==> src/rtl/pipe_stage_hs.sv <==
// pipe_stage_hs: pipeline stage register with a valid/ready handshake,
// synchronous flush and a saturating stall counter.
// Optional feature macro: PIPE_SKID_EN adds a skid entry (two held payloads)
// and makes InReady a registered decode with no path from OutReady.
//
// state    | meaning
// ---------+----------------------------------------------
// ST_EMPTY | nothing held, OutData = BUBBLE
// ST_ONE   | main register holds the payload on OutData
// ST_TWO   | main and skid both full, InReady low (skid only)
module pipe_stage_hs #(
  parameter int               WIDTH  = 64,
  parameter logic [WIDTH-1:0] BUBBLE = {WIDTH{1'b0}},
  parameter int               CNT_W  = 16
) (
  input  logic             Clk,
  input  logic             Rst_n,
  input  logic             Flush,
  input  logic             InValid,
  output logic             InReady,
  input  logic [WIDTH-1:0] InData,
  output logic             OutValid,
  input  logic             OutReady,
  output logic [WIDTH-1:0] OutData,
  output logic [1:0]       Occupancy,
  output logic [CNT_W-1:0] StallCnt
);

  typedef enum logic [1:0] {
    ST_EMPTY = 2'd0,
    ST_ONE   = 2'd1,
    ST_TWO   = 2'd2
  } state_t;

  state_t           state_q, state_d;
  logic [WIDTH-1:0] main_q, main_d;
  logic [CNT_W-1:0] stall_cnt_q;
  logic             in_ready;
  logic             accept;
  logic             emit;

`ifdef PIPE_SKID_EN
  logic [WIDTH-1:0] skid_q, skid_d;
  logic             in_ready_q;

  // InReady comes straight from a flop so upstream never sees OutReady
  assign in_ready = in_ready_q;
`else
  // Without a skid slot the stage can only take a payload if it frees one
  assign in_ready = (state_q == ST_EMPTY) | OutReady;
`endif

  assign OutValid  = (state_q != ST_EMPTY);
  assign OutData   = OutValid ? main_q : BUBBLE;
  assign Occupancy = 2'(state_q);
  assign InReady   = in_ready;
  assign StallCnt  = stall_cnt_q;

  // A flush cancels both transfers so no payload is counted as taken
  assign accept = InValid & in_ready & ~Flush;
  assign emit   = OutValid & OutReady & ~Flush;

  // Next-state and datapath selection
  always_comb begin
    state_d = state_q;
    main_d  = main_q;
`ifdef PIPE_SKID_EN
    skid_d  = skid_q;
`endif
    if (Flush) begin
      state_d = ST_EMPTY;
      main_d  = BUBBLE;
`ifdef PIPE_SKID_EN
      skid_d  = '0;
`endif
    end else begin
      case (state_q)
        ST_EMPTY: begin
          if (accept) begin
            state_d = ST_ONE;
            main_d  = InData;
          end
        end
        ST_ONE: begin
          if (accept && emit) begin
            main_d = InData;
`ifdef PIPE_SKID_EN
          end else if (accept) begin
            state_d = ST_TWO;
            skid_d  = InData;
`endif
          end else if (emit) begin
            state_d = ST_EMPTY;
            main_d  = BUBBLE;
          end
        end
        ST_TWO: begin
`ifdef PIPE_SKID_EN
          if (emit) begin
            state_d = ST_ONE;
            main_d  = skid_q;
            skid_d  = '0;
          end
`else
          // unreachable without a skid entry; recover to a clean empty stage
          state_d = ST_EMPTY;
          main_d  = BUBBLE;
`endif
        end
        default: begin
          state_d = ST_EMPTY;
          main_d  = BUBBLE;
        end
      endcase
    end
  end

  // State and main payload register
  always_ff @(posedge Clk) begin
    if (!Rst_n) begin
      state_q <= ST_EMPTY;
      main_q  <= BUBBLE;
    end else begin
      state_q <= state_d;
      main_q  <= main_d;
    end
  end

`ifdef PIPE_SKID_EN
  // Skid payload and registered ready decode of the next state
  always_ff @(posedge Clk) begin
    if (!Rst_n) begin
      skid_q     <= '0;
      in_ready_q <= 1'b1;
    end else begin
      skid_q     <= skid_d;
      in_ready_q <= (state_d != ST_TWO);
    end
  end
`endif

  // Saturating count of cycles a valid payload waited on downstream
  always_ff @(posedge Clk) begin
    if (!Rst_n) begin
      stall_cnt_q <= '0;
    end else if (OutValid && !OutReady && !Flush && (stall_cnt_q != {CNT_W{1'b1}})) begin
      stall_cnt_q <= stall_cnt_q + {{(CNT_W-1){1'b0}}, 1'b1};
    end
  end

endmodule

==> config.mk <==
export PLATFORM = sky130hd
export DESIGN_NAME = pipe_stage_hs
export DESIGN_NICKNAME = d
export VERILOG_FILES = /design/src/rtl/pipe_stage_hs.sv
export SDC_FILE = /design/constraint.sdc
export NUM_CORES = 1
export LEC_CHECK = 0
export ABC_AREA = 1
export BUFFER_PORTS_ARGS = -buffer_cell sky130_fd_sc_hd__buf_2
export CAP_MARGIN = 20
export CORE_MARGIN = 5
export CORE_UTILIZATION = 48
export DETAILED_ROUTE_END_ITERATION = 6
export PLACE_DENSITY = 0.79
export SLEW_MARGIN = 20
export SYNTH_ARGS = -nofsm -noshare
export SYNTH_HDL_FRONTEND = slang
export SYNTH_SLANG_ARGS = --single-unit
export TNS_END_PERCENT = 20
==> constraint.sdc <==
create_clock -name Clk -period 2.2 [get_ports Clk]
set_input_delay 0.33 -clock Clk [delete_from_list [all_inputs] [get_ports Clk]]
set_output_delay 0.33 -clock Clk [all_outputs]
set_load 0.05 [all_outputs]
==> key figures, run 1 <==
Pwr
  – P_leak: between 2 and 3 nW
  – Cell Pwr Density: ~600 mW/mm²
  – VDD IR max: 348 µV
  – Post-layout power: 2.90 mW

Logic synthesis
  – Post-synth top cells: 160 x nand2_1, 81 x dfxtp_1, 79 x inv_1
  – Synth warnings: 0
  – Synthesized cell area: 0.00379 mm²
  – Synthesized net count: 649
  – Syn Area/Cell: 6.54 µm²
  – Synth area leader: dfxtp_1
  – Top-area cell type share of the netlist area: 42.8%
  – Flops & latches, synth: 81
  – Compound-Gate Fraction of Synth Area: 13.9%
  – Proportion of synthesized flip-flops having asynchronous set or reset: 0%
  – Post-synth cell types: 21
  – Multiplexer area fraction after synthesis: 0%
  – EDFF count, synth: 0
  – Synth top area cells: dfxtp_1 43%, nand2_1 16%, a21oi_1 10%
  – Main combinational cell family by area after synthesis: simple AND/OR/NAND/NOR gates
  – Post-synth top flop: dfxtp_1
  – Synth Instances: 579
  – Simple-Gate Fraction of Synth Area: 29.1%
  – Synth Area in Adders: 0.330%
  – Count leader, synth: nand2_1
  – Sequential-to-total area share from yosys stat: 42.8%
  – XOR/XNOR share of the synthesized area: 1.39%

Final layout
  – Fill count: 694
  – Area grow syn2layout: 26.8%
  – Area of the multi-input gates: 0.00171 mm²
  – Ant diodes: 0
  – Nets: 786
  – Layout cells sized above 1: 25.6%
  – FF+latch area: between 0.0015 and 0.002 mm²

Worst hold path
  – Hold WC Path Type: in -> reg

Clock tree
  – CTS Buf Count: 9
  – Clock Path Buffers: 2
  – Post-CTS sizing: 0
  – H-tree levels: 3
  – CTS clk-pin slew, worst paths: 0.09 ns
  – Root Buffer: clkbuf_8
  – Hold buffer count at CTS: 0
  – Clock sinks: 81
  – CTS tree: done
  – Worst skew pair latency: ~0.35 ns
  – Post-CTS Repair Setup Buffers: 0

Critical path
  – CP arrival: 1.66 ns
  – Worst path cell trace: buf_12 > nand2_1 > inv_1 > buf_2
  – CP startpoint kind: flip-flop
  – Crit. End Element: output pin
  – Critical Path Max Stage Delay: 0.60 ns
  – Buf/Inv on CP: 3
  – Setup Crit Path Kind: reg -> out
  – Critical path's slowest cell: dfxtp_2
  – Delay-heaviest family, CP: buffers and inverters
  – Max FO, Critical Path: 50
  – WP data required: 1.87 ns

Global routing
  – Grt total ovfl: 0
  – Largest net degree at the start of global routing: 51
  – Initial antenna violation count: 0
  – Vias in the first global route: 3955
  – GRT Overall Usage: a little over a fifth
  – First-pass GRT wire length: around 17000 µm

Timing
  – Setup TNS: 0 ns
  – Fmax achieved: just over 500 MHz
  – Layout Skew: about 0.009 ns
  – Final Slew Violations: 0
  – Tcrit/Tclk final: around nine tenths
  – Unrepaired setup endpoints after global routing: no
  – Final hold vios: 0
  – Final critical-path required period: 1.99 ns
  – Post-route worst setup slack: 0.212 ns
  – # setup viols final: 0

Drt
  – Via density: 4.98
  – Vias: slightly above 4000
  – Starting DRC count in detailed routing: between 300 and 400
  – Drt first pass iters: 4
  – DRC Markers: 0
  – Drt total wl: 10500 µm
  – Post-DRT Antenna Nets: 0
  – DR WL/cell: roughly 13 µm

Floorplanning
  – Row cnt: 32
  – Die Width: 98.8 µm
  – Die H: a little under 100 µm
  – Core area: 0.00773 mm²
  – Die area: around 0.0098 mm²
  – Initial Utilization: 49.0%
  – Ports: around 150

Placement
  – Number of port buffers: 151
  – Routability cong.: 0.846
  – DPL Wire Length: between 7000 and 8000 µm
  – DP Worst Slack: around 0.42 ns

Status
  – Status: finished, final reports clean

Flow run
  – Max-cap viol count: 0
registers in the layout, indices dropped and copies added, names as in the netlist:
register	count
main_q	64
StallCnt	16
Occupancy	1
placed cells by master (no fill, tap or decap):
cell / n
nand2_1: 159
clkbuf_8: 10
xor2_1: 4
nor2_4: 1
clkinv_4: 1
clkinv_2: 2
dfxtp_2: 1
ha_1: 1
buf_4: 10
o21ai_0: 24
dfxtp_1: 80
clkinvlp_4: 1
buf_2: 151
nor3_1: 2
nand4_1: 5
clkinv_1: 1
buf_12: 1
a21oi_1: 77
bufinv_16: 1
xnor2_1: 2
nor2_2: 1
nand2_2: 1
o21ai_2: 3
conb_1: 1
nand3_1: 52
inv_1: 79
nor2_1: 49
final cells by class:
cell class,instances,area share (%)
Clock buffer,10,2.87
Clock inverter,5,1.17
Inverter,80,6.25
Multi-Input combinational cell,382,35.5
Sequential cell,81,33.8
Tap cell,102,2.66
Timing Repair Buffer,162,17.7
cells by family after synthesis:
group / after synthesis
and+or+nand+nor: 270
DFF: 81
buffers and inverters: 116
adders and majority gates: 1
other: 1
AOI/OAI and AO/OA: 104
xor gates and xnor gates: 6
tightest hold or removal path, cell delays in order:
cell	delay (ns)
buf_2	0.08
a21oi_1	0.05
nor2_1	0.09
where the power goes:
part | leakage, nW | total [mW] | switching [mW] | internal, mW
combinational | 1.91 | 0.308 | 0.202 | 0.106
sequential | 0.657 | 1.52 | 0.0224 | 1.50
clock | 0.0981 | 1.07 | 0.526 | 0.547
total | 2.67 | 2.90 | 0.750 | 2.15
stage by stage:
step                area (µm²)  utilization [%]  hold slack, ns  cells
floorplan                 3790                -           0.443    579
finish                    4800             62.1           0.231    822
detailed placement        4610             59.6           0.455    807
global route              4800             62.1           0.228    822
CTS                       4800             62.1           0.224    822
global placement          4610             59.6           0.452    807
layer usage:
layer	vias up	track usage, %	part of all wire, %
li1	2073	-	-
met3	23	5.10	7.8
met2	156	36.7	48
met1	1840	24.6	41
met5	-	0	0
met4	0	9.03	2.7
worst paths after layout:
check        depth (start not counted)  slack, ns                 startpoint                      end
min reg2reg                          2       0.47    main_q[28]$_SDFFE_PP0P_  main_q[28]$_SDFFE_PP0P_
min                                  3       0.23                 InData[48]  main_q[48]$_SDFFE_PP0P_
max reg2reg                          5       0.40  Occupancy[0]$_SDFFE_PP0P_  main_q[62]$_SDFFE_PP0P_
max                                  4       0.21  Occupancy[0]$_SDFFE_PP0P_              OutData[32]
(Power assumes the default switching activity.)
==> run 2, diff against run 1 <==
Settings changed: ABC_AREA 1 to unset, PLACE_DENSITY 0.79 to 0.8.
==> run 2 against run 1 <==
Sequential cell count stayed put. Clock power up 25%. Area after synthesis fell by 0.53%. Synthesized cell count decreased by 21%. First-iteration DRC count decreased by 30%. Combinational power is 1% higher. Via count shrank 9.3%. Fmax rose by 1.1%. Sequential power is essentially flat. Critical path depth decreased by 1. Sequential share of layout area hardly changed. Die area down 0.47%. Critical endpoint is now OutData[24]. Largest cell class unchanged. Largest power group unchanged.
==> key figures, run 2 <==
Global routing
  – Met2 Use GR: 34.6% (was 36.7%)
  – GRT busiest layer: met2 (unchanged)
  – Grt total ovfl: 0 (unchanged)
  – GR Util met3: 4.18% (was 5.10%)
  – Initial antenna violation count: 0 (unchanged)
  – First-pass GRT wire length: 16600 µm (was 17300 µm)
  – GRT Overall Usage: 20.1% (was 21.1%)
  – Met1 Track Usage GR: 24.9% (was 24.6%)
  – Vias in the first global route: 3623 (was 3955)
  – Largest net degree at the start of global routing: 52 (was 51)

Final layout
  – Max FFs per register: 64 (unchanged)
  – Reg with most FFs: main_q (unchanged)
  – Ant diodes: 0 (unchanged)
  – Area grow syn2layout: 27.3% (was 26.8%)
  – Most frequent cells in the layout: 151 x buf_2, 80 x dfxtp_1, 66 x nor2_1, 64 x and2_1, 39 x nand2_1 (was 159 x nand2_1, 151 x buf_2, 80 x dfxtp_1, 79 x inv_1, 77 x a21oi_1)
  – Layout cells sized above 1: 31.1% (was 25.6%)
  – Fill count: 695 (was 694)
  – Nets: 659 (was 786)
  – Commonest non-fill, non-tap cell in the layout: buf_2 (was nand2_1)

Critical path
  – CP Depth: 3 (was 4)
  – Delay-heaviest family, CP: buffers and inverters (unchanged)
  – Crit. End Element: output pin (unchanged)
  – WP data required: 1.87 ns (about the same)
  – CP startpoint kind: flip-flop (unchanged)
  – Critical path's slowest cell: dfxtp_2 (unchanged)
  – Max FO, Critical Path: 51 (was 50)
  – Buf/Inv on CP: 2 (was 3)
  – Setup Crit Path Kind: reg -> out (unchanged)
  – Critical Path Max Stage Delay: 0.52 ns (was 0.60 ns)
  – CP arrival: 1.64 ns (was 1.66 ns)
  – Worst path cell trace: buf_6 > and2_1 > buf_2 (was buf_12 > nand2_1 > inv_1 > buf_2)
  – Cell count of the worst reg-to-reg path: 5 (unchanged)

Clock tree
  – Root Buffer: clkbuf_8 (unchanged)
  – Clock sinks: 81 (unchanged)
  – CTS tree: done (unchanged)
  – CTS Buf Count: 9 (unchanged)
  – Clock Path Buffers: 2 (unchanged)
  – H-tree levels: 3 (unchanged)
  – Post-CTS Repair Setup Buffers: 0 (unchanged)
  – CTS clk-pin slew, worst paths: 0.09 ns (about the same)
  – Worst skew pair latency: 0.34 ns (was 0.35 ns)

Logic synthesis
  – Sequential-to-total area share from yosys stat: 43.0% (was 42.8%)
  – Post-synth cell types: 33 (was 21)
  – EDFF count, synth: 0 (unchanged)
  – Syn Area/Cell: 8.19 µm² (was 6.54 µm²)
  – Synthesized net count: 530 (was 649)
  – Proportion of synthesized flip-flops having asynchronous set or reset: 0% (unchanged)
  – Flops & latches, synth: 81 (unchanged)
  – Synth warnings: 0 (unchanged)
  – Post-synth top cells: 81 x dfxtp_1, 66 x nor2_1, 64 x and2_1 (was 160 x nand2_1, 81 x dfxtp_1, 79 x inv_1)
  – Post-synth top flop: dfxtp_1 (unchanged)
  – Synth Instances: 460 (was 579)
  – Count leader, synth: dfxtp_1 (was nand2_1)
  – Synth area leader: dfxtp_1 (unchanged)
  – Top-area cell type share of the netlist area: 43.0% (was 42.8%)
  – Synth top area cells: dfxtp_1 43%, and2_1 11%, a22oi_1 6.6% (was dfxtp_1 43%, nand2_1 16%, a21oi_1 10%)
  – Synthesized cell area: 0.00377 mm² (was 0.00379 mm²)

Timing
  – Tcrit/Tclk final: 89.4% (was 90.4%)
  – Final Slew Violations: 0 (unchanged)
  – Fmax achieved: 509 MHz (was 503 MHz)
  – # setup viols final: 0 (unchanged)
  – Post-route worst setup slack: 0.233 ns (was 0.212 ns)
  – Final critical-path required period: 1.97 ns (was 1.99 ns)
  – Max_slew headroom: approximately 64%
  – Worst slew pin tran: 0.531 ns
  – Final hold vios: 0 (unchanged)
  – Unrepaired setup endpoints after global routing: no (unchanged)
  – Setup TNS: 0 ns (unchanged)
  – Layout Skew: 0.0126 ns (was 0.00913 ns)

Placement
  – Number of port buffers: 151 (unchanged)
  – Routability cong.: 0.830 (was 0.846)
  – DP Worst Slack: 0.398 ns (was 0.423 ns)
  – DPL Wire Length: 6860 µm (was 7510 µm)

Floorplanning
  – Die H: 98.6 µm (was 98.8 µm)
  – Core area: 0.00769 mm² (was 0.00773 mm²)
  – Die area: 0.00972 mm² (was 0.00977 mm²)
  – Die Width: 98.6 µm (was 98.8 µm)
  – Ports: 153 (unchanged)
  – Initial Utilization: 49.0% (about the same)
  – Row cnt: 32 (unchanged)

Drt
  – DRC Markers: 0 (unchanged)
  – Post-DRT Antenna Nets: 0 (unchanged)
  – Vias: 3712 (was 4092)
  – DR WL/cell: 14.4 µm (was 12.7 µm)
  – Drt total wl: 10000 µm (was 10500 µm)
  – Via density: 5.33 (was 4.98)
  – Drt first pass iters: 4 (unchanged)
  – Starting DRC count in detailed routing: 223 (was 317)

Worst hold path
  – Hold path cells: 3 (unchanged)
  – Hold WC Path Type: in -> reg (unchanged)

Pwr
  – P_leak: 2.17 nW (was 2.67 nW)
  – VDD IR max: 315 µV (was 348 µV)
  – Cell Pwr Density: 659 mW/mm² (was 605 mW/mm²)

Flow run
  – Max-cap viol count: 0 (unchanged)

Status
  – Status: finished, final reports clean (unchanged)
==> run 2: cell count changes in the layout (fill, tap and decap cells not counted), sizes merged, moves of 4 or more <==
cell	before	now
a21oi	77	14
a22oi	0	33
and2	0	64
inv	79	3
nand2	160	39
nand2b	0	5
nand3	52	3
nor2	51	66
o21a	0	31
o21ai	27	35
o31ai	0	10
or4	0	10
xor2	4	0
==> run 2: cell families (layout without fill, tap and decap cells) <==
kind of cell             count (synthesis)  in the layout  share of synthesized area, %
adder cells (fa/ha/maj)                  1              1                         0.332
buffers and inverters                   44            178                          5.88
other                                    1              1                        0.0995
AND/OR/NAND/NOR                        206            206                          28.4
flip-flops                              81             81                          43.0
multiplexers                             3              3                         0.797
AO/OA/AOI/OAI                          124            124                          21.4
==> run 2: routing by layer <==
layer,routed length (µm),vias up
li1,-,1828
met2,5020,135
met4,175,0
met5,0,-
met3,623,16
met1,4230,1733
==> run 2: cell type report <==
| class | instances | area [µm²] | area share [%] |
|---|---|---|---|
| Timing Repair Buffer | 159 | 845 | 17.6 |
| Clock buffer | 10 | 138 | 2.87 |
| Clock inverter | 6 | 115 | 2.40 |
| Sequential cell | 81 | 1620 | 33.8 |
| Tap cell | 102 | 128 | 2.66 |
| Inverter | 3 | 11.3 | 0.235 |
| Multi-Input combinational cell | 335 | 1940 | 40.4 |
==> run 2: power by group <==
| part | internal (mW) | switching, mW | total (mW) |
|---|---|---|---|
| Combinational | 0.126 | 0.186 | 0.312 |
| Sequential | 1.49 | 0.0154 | 1.51 |
| Clock | 0.789 | 0.550 | 1.34 |
| Total | 2.41 | 0.752 | 3.16 |
==> run 2: metrics by stage <==
stage / power (mW) / instances / hold slack [ns] / utilization [%] / area (µm²)
2_1_floorplan: 1.74 / 460 / 0.451 / - / 3770
3_3_place_gp: 1.85 / 680 / 0.466 / 59.1 / 4540
3_5_place_dp: 1.85 / 680 / 0.477 / 59.1 / 4540
4_1_cts: 3.19 / 696 / 0.220 / 62.4 / 4790
5_1_grt: 3.29 / 696 / 0.230 / 62.4 / 4800
6_report: 3.16 / 696 / 0.234 / 62.4 / 4800
==> run 2: final timing paths <==
path	start	endpoint	slack, ns
setup / recovery	Occupancy[0]$_SDFFE_PP0P_	OutData[24]	0.23
hold / removal	InData[25]	main_q[25]$_SDFFE_PP0P_	0.23
setup reg to reg	StallCnt[0]$_SDFFE_PN0P_	StallCnt[14]$_SDFFE_PN0P_	0.37
hold reg to reg	main_q[3]$_SDFFE_PP0P_	main_q[3]$_SDFFE_PP0P_	0.49
==> run 2: worst register-to-register path: cells and delay by family (launching register included) <==
kind | cells | cell delay [ns]
AO/OA/AOI/OAI | 2 | 0.36
flip-flops | 1 | 0.41
adder cells (fa/ha/maj) | 1 | 0.22
AND/OR/NAND/NOR | 2 | 0.78
==> run 2: what timing repair did <==
action | CTS | global route
resized for setup | 0 | 1
endpoints found under the setup margin | 0 | 38
hold buffers | 0 | 0
endpoints found under the hold margin | 0 | 0
